`config.mk`:
```
export PLATFORM = sky130hd
export DESIGN_NAME = sum_adder_controller_flat
export DESIGN_NICKNAME = d
export VERILOG_FILES = /design/src/rtl/sum_adder_pkg.sv /design/src/rtl/sum_adder_controller_if.sv /design/src/rtl/sum_watchdog.sv /design/src/rtl/sum_adder_controller.sv /design/src/flat_wrapper.sv
export SDC_FILE = /design/constraint.sdc
export NUM_CORES = 1
export LEC_CHECK = 0
export BUFFER_PORTS_ARGS = -buffer_cell sky130_fd_sc_hd__buf_2
export CORE_ASPECT_RATIO = 0.7
export CORE_UTILIZATION = 44
export CTS_CLUSTER_DIAMETER = 100
export DETAILED_ROUTE_END_ITERATION = 8
export PLACE_DENSITY = 0.76
export SETUP_SLACK_MARGIN = 0.5
export SYNTH_ARGS = -nofsm -noshare
export SYNTH_HDL_FRONTEND = slang
export SYNTH_SLANG_ARGS = --single-unit
```
`constraint.sdc`:
```
create_clock -name clk -period 1.5 [get_ports clk]
set_clock_uncertainty 0.1 [all_clocks]
set_input_delay 0.3 -clock clk [delete_from_list [all_inputs] [get_ports clk]]
set_output_delay 0.3 -clock clk [all_outputs]
set_load 0.02 [all_outputs]
```
`src/rtl/sum_adder_pkg.sv`:
```
`default_nettype none
// ============================================================================
//  Module      : sum_adder_pkg
//  Description : Shared types and defaults for the sum-adder controller:
//                FSM state encoding, width defaults and watchdog limit.
//  Revision    : 1.0  initial release
// ============================================================================
package sum_adder_pkg;

    // Default width of N (inBus / Nreg on the datapath)
    localparam int N_WIDTH_DEFAULT   = 8;

    // Default width of the running sum and of the captured result.
    // Must be at least twice N_WIDTH so N*(N+1)/2 never truncates.
    localparam int SUM_WIDTH_DEFAULT = 16;

    // Number of non-terminating ACCUM cycles tolerated before a run is aborted
    localparam int WDOG_LIMIT        = 2 ** N_WIDTH_DEFAULT;

    // Controller state encoding
    typedef enum logic [1:0] {
        S_IDLE    = 2'd0,
        S_ACCUM   = 2'd1,
        S_CAPTURE = 2'd2,
        S_OUTPUT  = 2'd3
    } state_t;

endpackage : sum_adder_pkg
`default_nettype wire

```
`src/rtl/sum_adder_controller_if.sv`:
```
`default_nettype none
// ============================================================================
//  Module      : sum_adder_controller_if
//  Description : Bundles the upstream start/inReady handshake, the datapath
//                control/status lines and the downstream valid/ready result
//                channel of the sum-adder controller.
//                master : controller side, slave : environment side.
//  Revision    : 1.0  initial release
// ============================================================================
interface sum_adder_controller_if #(
    parameter int SUM_WIDTH = 16
);

    // Upstream handshake
    logic                 start;
    logic                 inReady;

    // Datapath control
    logic                 NregEn;
    logic                 counterInit;
    logic                 counterEn;
    logic                 sumRegEn;
    logic                 dpRstN;

    // Datapath status
    logic                 nEqual;
    logic [SUM_WIDTH-1:0] dataIn;

    // Downstream result channel
    logic [SUM_WIDTH-1:0] outData;
    logic                 outValid;
    logic                 outReady;

    // Status
    logic                 busy;
    logic                 err;

    modport master (
        input  start,
        input  nEqual,
        input  dataIn,
        input  outReady,
        output inReady,
        output NregEn,
        output counterInit,
        output counterEn,
        output sumRegEn,
        output dpRstN,
        output outData,
        output outValid,
        output busy,
        output err
    );

    modport slave (
        output start,
        output nEqual,
        output dataIn,
        output outReady,
        input  inReady,
        input  NregEn,
        input  counterInit,
        input  counterEn,
        input  sumRegEn,
        input  dpRstN,
        input  outData,
        input  outValid,
        input  busy,
        input  err
    );

endinterface : sum_adder_controller_if
`default_nettype wire

```
`src/rtl/sum_watchdog.sv`:
```
`default_nettype none
// ============================================================================
//  Module      : sum_watchdog
//  Description : Counts ACCUM cycles that did not terminate the run and flags
//                a timeout once 2**N_WIDTH of them have elapsed. The counter
//                is one bit wider than N so the limit itself is representable.
//  Revision    : 1.0  initial release
// ============================================================================
import sum_adder_pkg::*;

module sum_watchdog #(
    parameter int N_WIDTH = N_WIDTH_DEFAULT
) (
    input  wire logic clk,
    input  wire logic rst,      // synchronous, active-low
    input  wire logic clr,      // restart counting from zero
    input  wire logic en,       // one more non-terminating cycle
    output logic      timeout
);

    // Limit is 2**N_WIDTH, i.e. only the MSB of the counter set
    localparam logic [N_WIDTH:0] c_LIMIT = {1'b1, {N_WIDTH{1'b0}}};

    logic [N_WIDTH:0] r_count;

    assign timeout = (r_count == c_LIMIT);

    // Cycle counter: cleared by reset or a new run, saturates at the limit
    always_ff @(posedge clk) begin
        if (!rst || clr) begin
            r_count <= '0;
        end else if (en && !timeout) begin
            r_count <= r_count + 1'b1;
        end
    end

endmodule : sum_watchdog
`default_nettype wire

```
`src/rtl/sum_adder_controller.sv`:
```
`default_nettype none
// ============================================================================
//  Module      : sum_adder_controller
//  Description : Control FSM for the sum-of-0..N datapath. Accepts N on a
//                start/inReady handshake, sequences the datapath enables,
//                captures the final sum into its own result register and
//                offers it downstream on valid/ready. A watchdog aborts a run
//                whose nEqual never arrives and raises a sticky err flag.
//  Revision    : 1.0  initial release
// ============================================================================
import sum_adder_pkg::*;

module sum_adder_controller #(
    parameter int N_WIDTH   = N_WIDTH_DEFAULT,
    parameter int SUM_WIDTH = SUM_WIDTH_DEFAULT
) (
    input  wire logic             clk,
    input  wire logic             rst,      // synchronous, active-low
    sum_adder_controller_if.master bus
);

    // ------------------------------------------------------------------
    // State and registered outputs
    // ------------------------------------------------------------------
    state_t               r_state;
    state_t               w_next;

    logic [SUM_WIDTH-1:0] r_outData;
    logic                 r_outValid;
    logic                 r_err;

    // ------------------------------------------------------------------
    // Decoded control from the next-state logic
    // ------------------------------------------------------------------
    logic w_accept;       // start taken in IDLE; doubles as the datapath clear pulse
    logic w_inReady;
    logic w_nregEn;
    logic w_counterInit;
    logic w_counterEn;
    logic w_sumRegEn;
    logic w_capture;      // load result register from the datapath sum
    logic w_handshake;    // downstream consumed the result
    logic w_abort;        // watchdog expired without nEqual
    logic w_wdEn;         // count one more non-terminating ACCUM cycle
    logic w_timeout;

    // ------------------------------------------------------------------
    // Watchdog
    // ------------------------------------------------------------------
    sum_watchdog #(
        .N_WIDTH (N_WIDTH)
    ) u_watchdog (
        .clk     (clk),
        .rst     (rst),
        .clr     (w_accept),
        .en      (w_wdEn),
        .timeout (w_timeout)
    );

    // State register; reset returns to IDLE from anywhere, discarding a run
    always_ff @(posedge clk) begin
        if (!rst) begin
            r_state <= S_IDLE;
        end else begin
            r_state <= w_next;
        end
    end

    // Next-state and Mealy control decode; nEqual has priority over timeout
    always_comb begin
        w_next        = r_state;
        w_accept      = 1'b0;
        w_inReady     = 1'b0;
        w_nregEn      = 1'b0;
        w_counterInit = 1'b0;
        w_counterEn   = 1'b0;
        w_sumRegEn    = 1'b0;
        w_capture     = 1'b0;
        w_handshake   = 1'b0;
        w_abort       = 1'b0;
        w_wdEn        = 1'b0;

        case (r_state)
            S_IDLE: begin
                w_inReady = 1'b1;
                if (bus.start) begin
                    w_accept      = 1'b1;
                    w_nregEn      = 1'b1;
                    w_counterInit = 1'b1;
                    w_next        = S_ACCUM;
                end
            end

            S_ACCUM: begin
                if (bus.nEqual) begin
                    // Final add of N; the counter stays put
                    w_sumRegEn = 1'b1;
                    w_next     = S_CAPTURE;
                end else if (w_timeout) begin
                    // Give up: no enables, no result
                    w_abort = 1'b1;
                    w_next  = S_IDLE;
                end else begin
                    w_sumRegEn  = 1'b1;
                    w_counterEn = 1'b1;
                    w_wdEn      = 1'b1;
                end
            end

            S_CAPTURE: begin
                w_capture = 1'b1;
                w_next    = S_OUTPUT;
            end

            S_OUTPUT: begin
                if (r_outValid && bus.outReady) begin
                    w_handshake = 1'b1;
                    w_next      = S_IDLE;
                end
            end

            default: begin
                w_next = S_IDLE;
            end
        endcase
    end

    // Result register and its valid flag; data holds until consumed
    always_ff @(posedge clk) begin
        if (!rst) begin
            r_outData  <= '0;
            r_outValid <= 1'b0;
        end else if (w_capture) begin
            r_outData  <= bus.dataIn;
            r_outValid <= 1'b1;
        end else if (w_handshake) begin
            r_outValid <= 1'b0;
        end
    end

    // Sticky watchdog error; a newly accepted run clears it
    always_ff @(posedge clk) begin
        if (!rst) begin
            r_err <= 1'b0;
        end else if (w_accept) begin
            r_err <= 1'b0;
        end else if (w_abort) begin
            r_err <= 1'b1;
        end
    end

    // ------------------------------------------------------------------
    // Outputs
    // ------------------------------------------------------------------
    assign bus.inReady     = w_inReady;
    assign bus.NregEn      = w_nregEn;
    assign bus.counterInit = w_counterInit;
    assign bus.counterEn   = w_counterEn;
    assign bus.sumRegEn    = w_sumRegEn;
    // Datapath is cleared both by system reset and at each accept
    assign bus.dpRstN      = rst & ~w_accept;
    assign bus.outData     = r_outData;
    assign bus.outValid    = r_outValid;
    assign bus.busy        = (r_state != S_IDLE);
    assign bus.err         = r_err;

endmodule : sum_adder_controller
`default_nettype wire

```
`src/flat_wrapper.sv`:
```
// flat-port wrapper written by rule: the top's interface ports become plain ports
module sum_adder_controller_flat 
#(
    parameter int N_WIDTH   = N_WIDTH_DEFAULT,
    parameter int SUM_WIDTH = SUM_WIDTH_DEFAULT
)
  (clk, rst, bus_start, bus_nEqual, bus_dataIn, bus_outReady, bus_inReady, bus_NregEn, bus_counterInit, bus_counterEn, bus_sumRegEn, bus_dpRstN, bus_outData, bus_outValid, bus_busy, bus_err);
  sum_adder_controller_if #(.SUM_WIDTH(SUM_WIDTH)) bus_i ();
  input  wire logic clk;
  input  wire logic rst;
  input wire logic [$bits(bus_i.start)-1:0] bus_start;
  input wire logic [$bits(bus_i.nEqual)-1:0] bus_nEqual;
  input wire logic [$bits(bus_i.dataIn)-1:0] bus_dataIn;
  input wire logic [$bits(bus_i.outReady)-1:0] bus_outReady;
  output wire logic [$bits(bus_i.inReady)-1:0] bus_inReady;
  output wire logic [$bits(bus_i.NregEn)-1:0] bus_NregEn;
  output wire logic [$bits(bus_i.counterInit)-1:0] bus_counterInit;
  output wire logic [$bits(bus_i.counterEn)-1:0] bus_counterEn;
  output wire logic [$bits(bus_i.sumRegEn)-1:0] bus_sumRegEn;
  output wire logic [$bits(bus_i.dpRstN)-1:0] bus_dpRstN;
  output wire logic [$bits(bus_i.outData)-1:0] bus_outData;
  output wire logic [$bits(bus_i.outValid)-1:0] bus_outValid;
  output wire logic [$bits(bus_i.busy)-1:0] bus_busy;
  output wire logic [$bits(bus_i.err)-1:0] bus_err;
  assign bus_i.start = bus_start;
  assign bus_i.nEqual = bus_nEqual;
  assign bus_i.dataIn = bus_dataIn;
  assign bus_i.outReady = bus_outReady;
  assign bus_inReady = bus_i.inReady;
  assign bus_NregEn = bus_i.NregEn;
  assign bus_counterInit = bus_i.counterInit;
  assign bus_counterEn = bus_i.counterEn;
  assign bus_sumRegEn = bus_i.sumRegEn;
  assign bus_dpRstN = bus_i.dpRstN;
  assign bus_outData = bus_i.outData;
  assign bus_outValid = bus_i.outValid;
  assign bus_busy = bus_i.busy;
  assign bus_err = bus_i.err;
  sum_adder_controller #(.N_WIDTH(N_WIDTH), .SUM_WIDTH(SUM_WIDTH)) u_core (.clk(clk), .rst(rst), .bus(bus_i));
endmodule
```
==> results of run 1 <==
Yosys cell counts:
cell type | instances | share of area (%)
inv_2 | 2 | 0.56
a211o_1 | 1 | 0.66
or4_4 | 2 | 1.7
ha_1 | 2 | 1.9
a41oi_1 | 1 | 0.66
a21boi_1 | 10 | 5.6
nor4b_2 | 2 | 2.3
nand2_2 | 1 | 0.47
a22oi_1 | 1 | 0.56
or4_1 | 2 | 1.1
nor2_1 | 2 | 0.56
o21ai_0 | 2 | 0.75
mux2i_1 | 2 | 1.5
dfxtp_1 | 29 | 44
or3b_1 | 1 | 0.66
a21oi_1 | 6 | 2.3
a2111oi_4 | 1 | 2.1
a311oi_1 | 1 | 0.66
buf_4 | 2 | 1.1
a21oi_2 | 2 | 1.3
nand4_1 | 2 | 0.94
nand2_1 | 38 | 11
and2_1 | 1 | 0.47
nand3_1 | 5 | 1.9
or3_1 | 2 | 0.94
nor2b_1 | 5 | 2.3
buf_2 | 4 | 1.5
inv_1 | 5 | 1.4
nand4bb_1 | 2 | 1.7
o31ai_1 | 4 | 2.3
nand2b_1 | 1 | 0.47
o31a_1 | 1 | 0.66
clkbuf_1 | 5 | 1.4
a21boi_0 | 6 | 3.4
metal layers:
metal  vias up  track usage, %
li1        713               -
met1       801            35.9
met2       156            54.5
met3        60            9.29
met4         0            22.5
met5         -               0
worst register-to-register path, delay by kind of cell (launching register included):
family / cells / cell delay (ns)
AO/OA/AOI/OAI: 1 / 0.14
flip-flops: 1 / 0.34
AND/OR/NAND/NOR: 2 / 0.46
adder cells (fa/ha/maj): 1 / 0.13
buffers and inverters: 5 / 0.57
sequential cells by signal, indices dropped and copies added (netlist names), named ones only:
register                   flops
u_core.bus.err                 1
u_core.u_watchdog.r_count      9
u_core.r_state                 1
u_core.bus.outValid            1
u_core.bus.outData            16
path summary, 6_finish.rpt:
check,start,endpoint,slack [ns],cells past startpoint
worst max register to register,u_core.u_watchdog.r_count[0]$_SDFFE_PN0P_,u_core.bus.err$_SDFFE_PN0P_,-0.33,9
worst min-delay path,bus_dataIn[4],u_core.bus.outData[4]$_SDFFE_PN0P_,0.13,3
worst max-delay path,u_core.u_watchdog.r_count[0]$_SDFFE_PN0P_,bus_sumRegEn,-0.52,6
worst min register to register,u_core.bus.outData[4]$_SDFFE_PN0P_,u_core.bus.outData[4]$_SDFFE_PN0P_,0.36,2
timing repair:
item / in CTS / in global routing
gates resized for setup: 125 / 41
pin swaps: 14 / 21
setup endpoints to repair: 54 / 54
gates cloned: 2 / 1
buffers inserted: 9 / 15
final cells by class:
type | count | area (µm²)
clock buffer | 7 | 96.3
timing repair buffer | 96 | 870
multi-input combinational | 106 | 1020
tap | 36 | 45.0
fill | 72 | 148
clock inverter | 1 | 5.00
sequential | 29 | 622
inverter | 7 | 38.8
metrics by stage:
stage	util [%]	power [mW]	setup slack, ns
3_5_place_dp	63.6	1.13	-0.190
2_1_floorplan	-	1.04	-0.163
4_1_cts	83.5	1.96	-0.403
5_1_grt	94.8	2.18	-0.527
3_3_place_gp	63.6	1.12	-0.118
6_report	94.8	2.12	-0.518
power groups by stage:
stage / Clock [mW] / Sequential (mW) / Combinational, mW
5_1_grt: 0.801 / 0.825 / 0.557
3_5_place_dp: 0 / 0.829 / 0.303
3_3_place_gp: 0 / 0.827 / 0.297
6_report: 0.751 / 0.824 / 0.540
2_1_floorplan: 0 / 0.849 / 0.189
4_1_cts: 0.721 / 0.820 / 0.416
logic make-up (layout without fill, tap and decap cells):
| kind of cell | count (synthesis) | count (layout) | synth area share [%] |
|---|---|---|---|
| flip-flops | 29 | 29 | 43.6 |
| buffers and inverters | 18 | 111 | 6.01 |
| multiplexers | 2 | 2 | 1.50 |
| adder cells (fa/ha/maj) | 2 | 2 | 1.88 |
| AND/OR/NAND/NOR | 66 | 66 | 26.2 |
| AO/OA/AOI/OAI | 36 | 36 | 20.8 |
==> impl_metrics.yaml, run 1 <==
sta:
  fin_crit_ns: 2.02
  post-route-period-util_pct: 135
  holdWs_ns: 0.134
  max_freq_mhz: 496
  setup_viol: 19
  rsz0062_at_grt: "true"
  hold_violations: 0
  worstMarginPinSlew_ns: 0.429
  tns_ns: -3.78
  maxSlewViolCount: 0
  postLayoutSetupSlackWorst_ns: -0.518
  relSlewSlack_pct: 71.2
floorplanning:
  rows: 16
  ios: 46
  die_w_um: 67.8
  core_um2: 2840
  die_h_um: 48.0
  die_area_um2: 3260
  initial_core_util_pct: 46.9
cts:
  cts_buffers: 5
  clockBufferDepth: 2
  cts_hold_buf: 0
  cts.sinks: 29
  cts-root-buf: "clkbuf_8"
  clk_latency_ns: 0.30
  cts_tree: "built"
  htreeDepth: 2
  clk_pin_slew_ns: 0.07
setup_path:
  cp_data_arrival_time_ns: 1.62
  cp_slowest_cell: "dfxtp_2"
  cp_num_buf_inv: 3
  required_ns: 1.10
  cp-end-kind: "primary output"
  cp_max_fo: 2
  critPathLaunchType: "flop"
  crit_family: "buffers and inverters"
  max_stage_delay_ns: 0.36
  path_cells: "inv_2 -> ha_4 -> nor4b_4 -> buf_4 -> a311oi_4 -> buf_6"
  criticalPathCategory: "reg -> out"
run:
  maxCapViolCount: 0
placed_design:
  routabilityCongestion: 0.753
  dp.cells: 247
  dp_hpwl_mm: 2.54
  portBuffers: 45
  place_area_um2: 1810
synth:
  ys_warn_count: 0
  synth_area_um2: 1330
  syn-num-nets: 176
  yosysSeqAreaShare_pct: 43.6
  synth_area_per_cell_um2: 8.71
  synth.distinct_cells: 34
  ys_ff_latch: 29
  postSynthCellCount: 153
cells_and_area:
  final_common_cell: "buf_6"
  instances_no_fill: 282
  design_area_um2: 2700
  nets: 268
  area_growth_pct: 102
  layout_common_cells: "buf_6 (41), buf_4 (31), dfxtp_2 (24)"
  drive_gt1_share_pct: 80.1
  antennaDiodeCount: 0
power:
  pwr-share-clk_pct: 35.5
  p_leak_nw: 1.16
  switchingPower_mw: 0.640
  cell_internal_pwr_mw: 1.47
  switching_share_pct: 30.3
  peakVddDrop_v: 0.000789
  comb_power_share_pct: 25.5
  powerDensity_nw_per_um2: 785
  p_seq_share_pct: 39.0
routing:
  wl_met3_um: 816
  first_pass_iters: 4
  drt_iter0_markers: 114
  drc: 0
  met2WireLength_mm: 3.20
  highest_layer: "met4"
  wl_mm: 6.84
  route.detailed.wl_per_inst_um: 24.3
  vias_per_cell: 6.13
  vias: 1730
  drtAntennaViolNets: 0
  wl_met1_mm: 2.29
hold_path:
  hold_class: "in -> reg"
run_status:
  violations: "setup timing"
  status: "finished with violations"
global_routing:
  antenna_found_initial: 0
  grt_max_degree: 24
  grt_first_pass_wirelength_mm: 7.06
  grt_overflow: 0
  grt_pass1_vias: 1402
  grt_usage_pct: 32.1
(Power assumes the default switching activity.)
==> run 2: changes to the inputs <==
SETUP_SLACK_MARGIN = default   (was 0.5)
==> impl_metrics.yaml, run 2 (synthesized netlist as in run 1, its figures left out) <==
setup_path:
  cp_data_arrival_time_ns: 1.49
  critPathLaunchType: "flop"
  critPathMostFrequentCell: "buf_4"
  path_cells: "inv_2 -> ha_4 -> nor4b_4 -> buf_4 -> a311oi_2 -> buf_4"
  cp_slowest_cell: "dfxtp_2"
  cp-end-kind: "primary output"
  reg2regPathDepth: 8
  required_ns: 1.10
  max_stage_delay_ns: 0.32
  cp_max_fo: 2
  criticalPathCategory: "reg -> out"
routing:
  route.detailed.wl_per_inst_um: 14.5
  drc: 0
  wl_mm: 3.84
  vias: 1414
  drt_iter0_markers: 62
  drtAntennaViolNets: 0
  vias_per_cell: 5.36
  first_pass_iters: 4
placed_design:
  dp_hpwl_mm: 2.60
  portBuffers: 45
  dp_slack_ns: -0.173
  dp.cells: 251
  routabilityCongestion: 0.785
power:
  switchingPower_mw: 0.493
  powerDensity_nw_per_um2: 893
  pwr-share-clk_pct: 37.7
  total_power_mw: 1.87
  switching_share_pct: 26.4
  peakVddDrop_v: 0.000612
  p_seq_share_pct: 43.5
  comb_power_share_pct: 18.8
  cell_internal_pwr_mw: 1.38
  p_leak_nw: 0.898
sta:
  maxSlewViolCount: 0
  post-route-period-util_pct: 126
  relSlewSlack_pct: 77.3
  hold_violations: 0
  rsz0062_at_grt: "true"
  worstMarginPinSlew_ns: 0.339
  setup_viol: 14
  postLayoutSetupSlackWorst_ns: -0.392
  fin_crit_ns: 1.89
  holdWs_ns: 0.157
  max_freq_mhz: 529
floorplanning:
  die_w_um: 67.8
  initial_core_util_pct: 46.9
  core_um2: 2840
  die_h_um: 48.0
  rows: 16
  ios: 46
  die_area_um2: 3260
cells_and_area:
  layout_common_cells: "buf_2 (39), nand2_1 (36), buf_4 (30)"
  instances_no_fill: 264
  area_growth_pct: 57.0
  nets: 250
  postLayoutCoreUtil_pct: 73.6
  largest_reg_flops: 16
  antennaDiodeCount: 0
  final_common_cell: "buf_2"
  drive_gt1_share_pct: 52.2
global_routing:
  grt_overflow: 0
  grt_pass1_vias: 1279
  grt_first_pass_wirelength_mm: 5.46
  grt_max_degree: 24
  grt_usage_pct: 24.3
  antenna_found_initial: 0
cts:
  htreeDepth: 2
  cts-root-buf: "clkbuf_8"
  cts_hold_buf: 0
  clk_latency_ns: 0.28
  cts_tree: "built"
  clockBufferDepth: 2
  cts_buffers: 5
  clk_pin_slew_ns: 0.06
  cts.sinks: 29
run_status:
  violations: "setup timing"
  status: "finished with violations"
hold_path:
  hold_class: "in -> reg"
  min_path_cells: 3
run:
  maxCapViolCount: 0
-- run 2: cell count changes in the layout (fill, tap and decap cells not counted), moves of 5 or more --
cell / previous run / this run
a21boi_0: 0 / 6
a21boi_1: 5 / 10
a21boi_2: 11 / 0
buf_2: 20 / 39
buf_6: 41 / 9
dfxtp_1: 2 / 25
dfxtp_2: 24 / 2
nand2_1: 18 / 36
nand2_2: 8 / 1
nand2_4: 12 / 1
-- run 2: per-layer routing --
layer  vias to the layer above  share of wire (%)  GRT usage, %
met4                         0                1.5          12.9
met3                        10                6.7          10.7
li1                        674                  -             -
met1                       673                 39          24.5
met2                        57                 53          43.6
met5                         -                  0             0
-- run 2: final timing paths --
check | start | end | slack, ns
setup / recovery | u_core.u_watchdog.r_count[0]$_SDFFE_PN0P_ | bus_sumRegEn | -0.39
hold / removal | bus_dataIn[12] | u_core.bus.outData[12]$_SDFFE_PN0P_ | 0.16
setup reg to reg | u_core.u_watchdog.r_count[0]$_SDFFE_PN0P_ | u_core.u_watchdog.r_count[2]$_SDFFE_PN0P_ | -0.21
hold reg to reg | u_core.bus.outData[12]$_SDFFE_PN0P_ | u_core.bus.outData[12]$_SDFFE_PN0P_ | 0.35
-- run 2: cell type report --
class	count	area [µm²]
fill	194	751
clock inverter	1	5.00
timing repair buffer	78	522
clock buffer	7	96.3
multi-input combinational	106	797
inverter	7	36.3
tap	36	45.0
sequential	29	591
-- run 2: metrics by stage --
step	cell area, µm²	setup TNS [ns]
2_1_floorplan	1400	-0.645
4_1_cts	2050	-1.67
6_report	2090	-1.94
3_3_place_gp	1800	-0.552
3_5_place_dp	1800	-0.928
5_1_grt	2090	-2.80
-- run 2: power groups by stage --
stage	combinational (mW)	clock [mW]	sequential [mW]
final	0.351	0.705	0.812
after detailed placement	0.299	0	0.830
after floorplan	0.171	0	0.849
after CTS	0.346	0.721	0.811
after global routing	0.379	0.770	0.814
after global placement	0.290	0	0.827
-- run 2: critical path: cells and delay by family, from the launching register on --
kind                       cells  cell delay (ns)
buffers and inverters          3             0.43
DFF                            1             0.32
and+or+nand+nor                1             0.26
adders and majority gates      1             0.13
AOI/OAI and AO/OA              1             0.08
-- run 2: timing repair --
action | in CTS | in global routing
gates resized for setup | 26 | 13
pin swaps | 8 | 6
endpoints found under the setup margin | 12 | 18
buffers inserted | 9 | 1
hold endpoints to repair | 0 | 0
==> run 3: changes to the inputs <==
BUFFER_PORTS_ARGS = default   (was -buffer_cell sky130_fd_sc_hd__buf_2)
CORE_UTILIZATION = 50   (was 44)
DONT_BUFFER_PORTS = 1   (was default)
MAX_ROUTING_LAYER = met4   (was default)
PLACE_DENSITY = 0.7   (was 0.76)
SLEW_MARGIN = 10   (was default)
==> impl_metrics.yaml, run 3 (synthesized netlist as in run 1, its figures left out) <==
global_routing:
  grt_first_pass_wirelength_mm: 5.78
  grt_max_degree: 25
  grt_usage_pct: 28.3
  grt_overflow: 0
  antenna_found_initial: 0
  grt_pass1_vias: 1277
cells_and_area:
  final_common_cell: "nand2_1"
  largest_reg_flops: 16
  postLayoutCoreUtil_pct: 74.2
  seqCellArea_um2: 588
  nets: 209
  multiInputGateArea_um2: 778
  nFillCells: 155
  drive_gt1_share_pct: 40.0
  instances_no_fill: 219
  layout_common_cells: "nand2_1 (37), buf_4 (25), dfxtp_1 (23)"
  antennaDiodeCount: 0
  area_growth_pct: 39.1
setup_path:
  cp_data_arrival_time_ns: 1.48
  max_stage_delay_ns: 0.33
  cp-end-kind: "primary output"
  cp_max_fo: 2
  critPathLaunchType: "flop"
  path_cells: "inv_2 -> ha_4 -> nor4b_4 -> buf_4 -> a311oi_2 -> buf_4"
  required_ns: 1.10
  cp_slowest_cell: "dfxtp_2"
  criticalPathCategory: "reg -> out"
  critPathMostFrequentCell: "buf_4"
power:
  powerDensity_nw_per_um2: 908
  total_power_mw: 1.68
  peakVddDrop_v: 0.000762
  p_leak_nw: 0.682
sta:
  fin_crit_ns: 1.88
  relSlewSlack_pct: 79.5
  rsz0062_at_grt: "true"
  postLayoutSetupSlackWorst_ns: -0.375
  max_freq_mhz: 533
  hold_violations: 0
  setup_viol: 15
  post-route-period-util_pct: 125
  maxSlewViolCount: 0
  worstMarginPinSlew_ns: 0.304
cts:
  cts_tree: "built"
  cts-root-buf: "clkbuf_8"
  clk_latency_ns: 0.27
  cts_buffers: 5
  clockBufferDepth: 2
  clk_pin_slew_ns: 0.06
  htreeDepth: 2
  cts_hold_buf: 0
  cts.sinks: 29
floorplanning:
  initial_core_util_pct: 53.4
  core_um2: 2500
  die_w_um: 63.7
  rows: 15
  die_area_um2: 2880
  die_h_um: 45.2
  ios: 46
placed_design:
  portBuffers: 0
  dp_slack_ns: -0.113
  dp.cells: 206
  dp_hpwl_mm: 2.41
  routabilityCongestion: 0.739
run:
  maxCapViolCount: 0
routing:
  drt_iter0_markers: 26
  vias: 1237
  drc: 0
  vias_per_cell: 5.65
  route.detailed.wl_per_inst_um: 16.2
  wl_mm: 3.54
  drtAntennaViolNets: 0
  first_pass_iters: 4
run_status:
  status: "finished with violations"
  violations: "setup timing"
hold_path:
  hold_class: "in -> reg"
-- run 3: cell types whose count changed in the layout (fill, tap and decap cells not counted), sizes merged --
cell and change:
buf -41, clkbuf -2
-- run 3: layout make-up --
class	instances	area share, %
multi-input combinational	106	42.0
inverter	7	2.09
tap	34	2.30
clock inverter	1	0.270
sequential	29	31.7
timing repair buffer	37	17.9
clock buffer	5	3.71
-- run 3: per-layer routing --
metal / up-vias / track usage [%] / share of wire, %
met5: - / - / 0
met4: 0 / 15.0 / 2.5
met3: 12 / 10.4 / 6.9
met2: 45 / 48.7 / 51
met1: 586 / 29.1 / 40
li1: 594 / - / -
-- run 3: power breakdown --
group          internal (mW)  switching [mW]  leakage, nW  total (mW)
Clock                  0.304           0.268       0.0399       0.572
Sequential             0.797          0.0390        0.238       0.836
Combinational          0.135           0.139        0.405       0.274
Total                   1.24           0.446        0.682        1.68
-- run 3: repair_timing --
item,in CTS,in global routing
gates cloned,1,0
gates resized for setup,14,17
setup buffers,5,7
setup endpoints to repair,18,18
pin swaps,7,13
-- run 3: final timing paths --
kind | from | end | slack, ns | depth (start not counted)
worst max-delay path | u_core.u_watchdog.r_count[1]$_SDFFE_PN0P_ | bus_sumRegEn | -0.38 | 6
worst min-delay path | rst | u_core.r_state[0]$_SDFFE_PN0P_ | 0.04 | 1
worst max register to register | flop | u_core.u_watchdog.r_count[8]$_SDFFE_PN0P_ | -0.13 | 5
worst min register to register | u_core.bus.outData[7]$_SDFFE_PN0P_ | u_core.bus.outData[7]$_SDFFE_PN0P_ | 0.45 | 2
-- run 3: per-stage QoR --
| step | TNS (ns) | hold slack [ns] | area (µm²) |
|---|---|---|---|
| after floorplan | -0.645 | 0.335 | 1400 |
| after global routing | -2.61 | 0.0371 | 1850 |
| after global placement | -0.250 | 0.331 | 1600 |
| after detailed placement | -0.823 | 0.337 | 1600 |
| final | -1.92 | 0.0423 | 1850 |
| after CTS | -1.63 | 0.0402 | 1770 |
-- run 3: critical path, delay by kind of cell, from the launching register on --
kind / cells / cell delay [ns]
adder cells (fa/ha/maj): 1 / 0.12
AO/OA/AOI/OAI: 1 / 0.07
buffers and inverters: 3 / 0.42
flip-flops: 1 / 0.33
AND/OR/NAND/NOR: 1 / 0.27
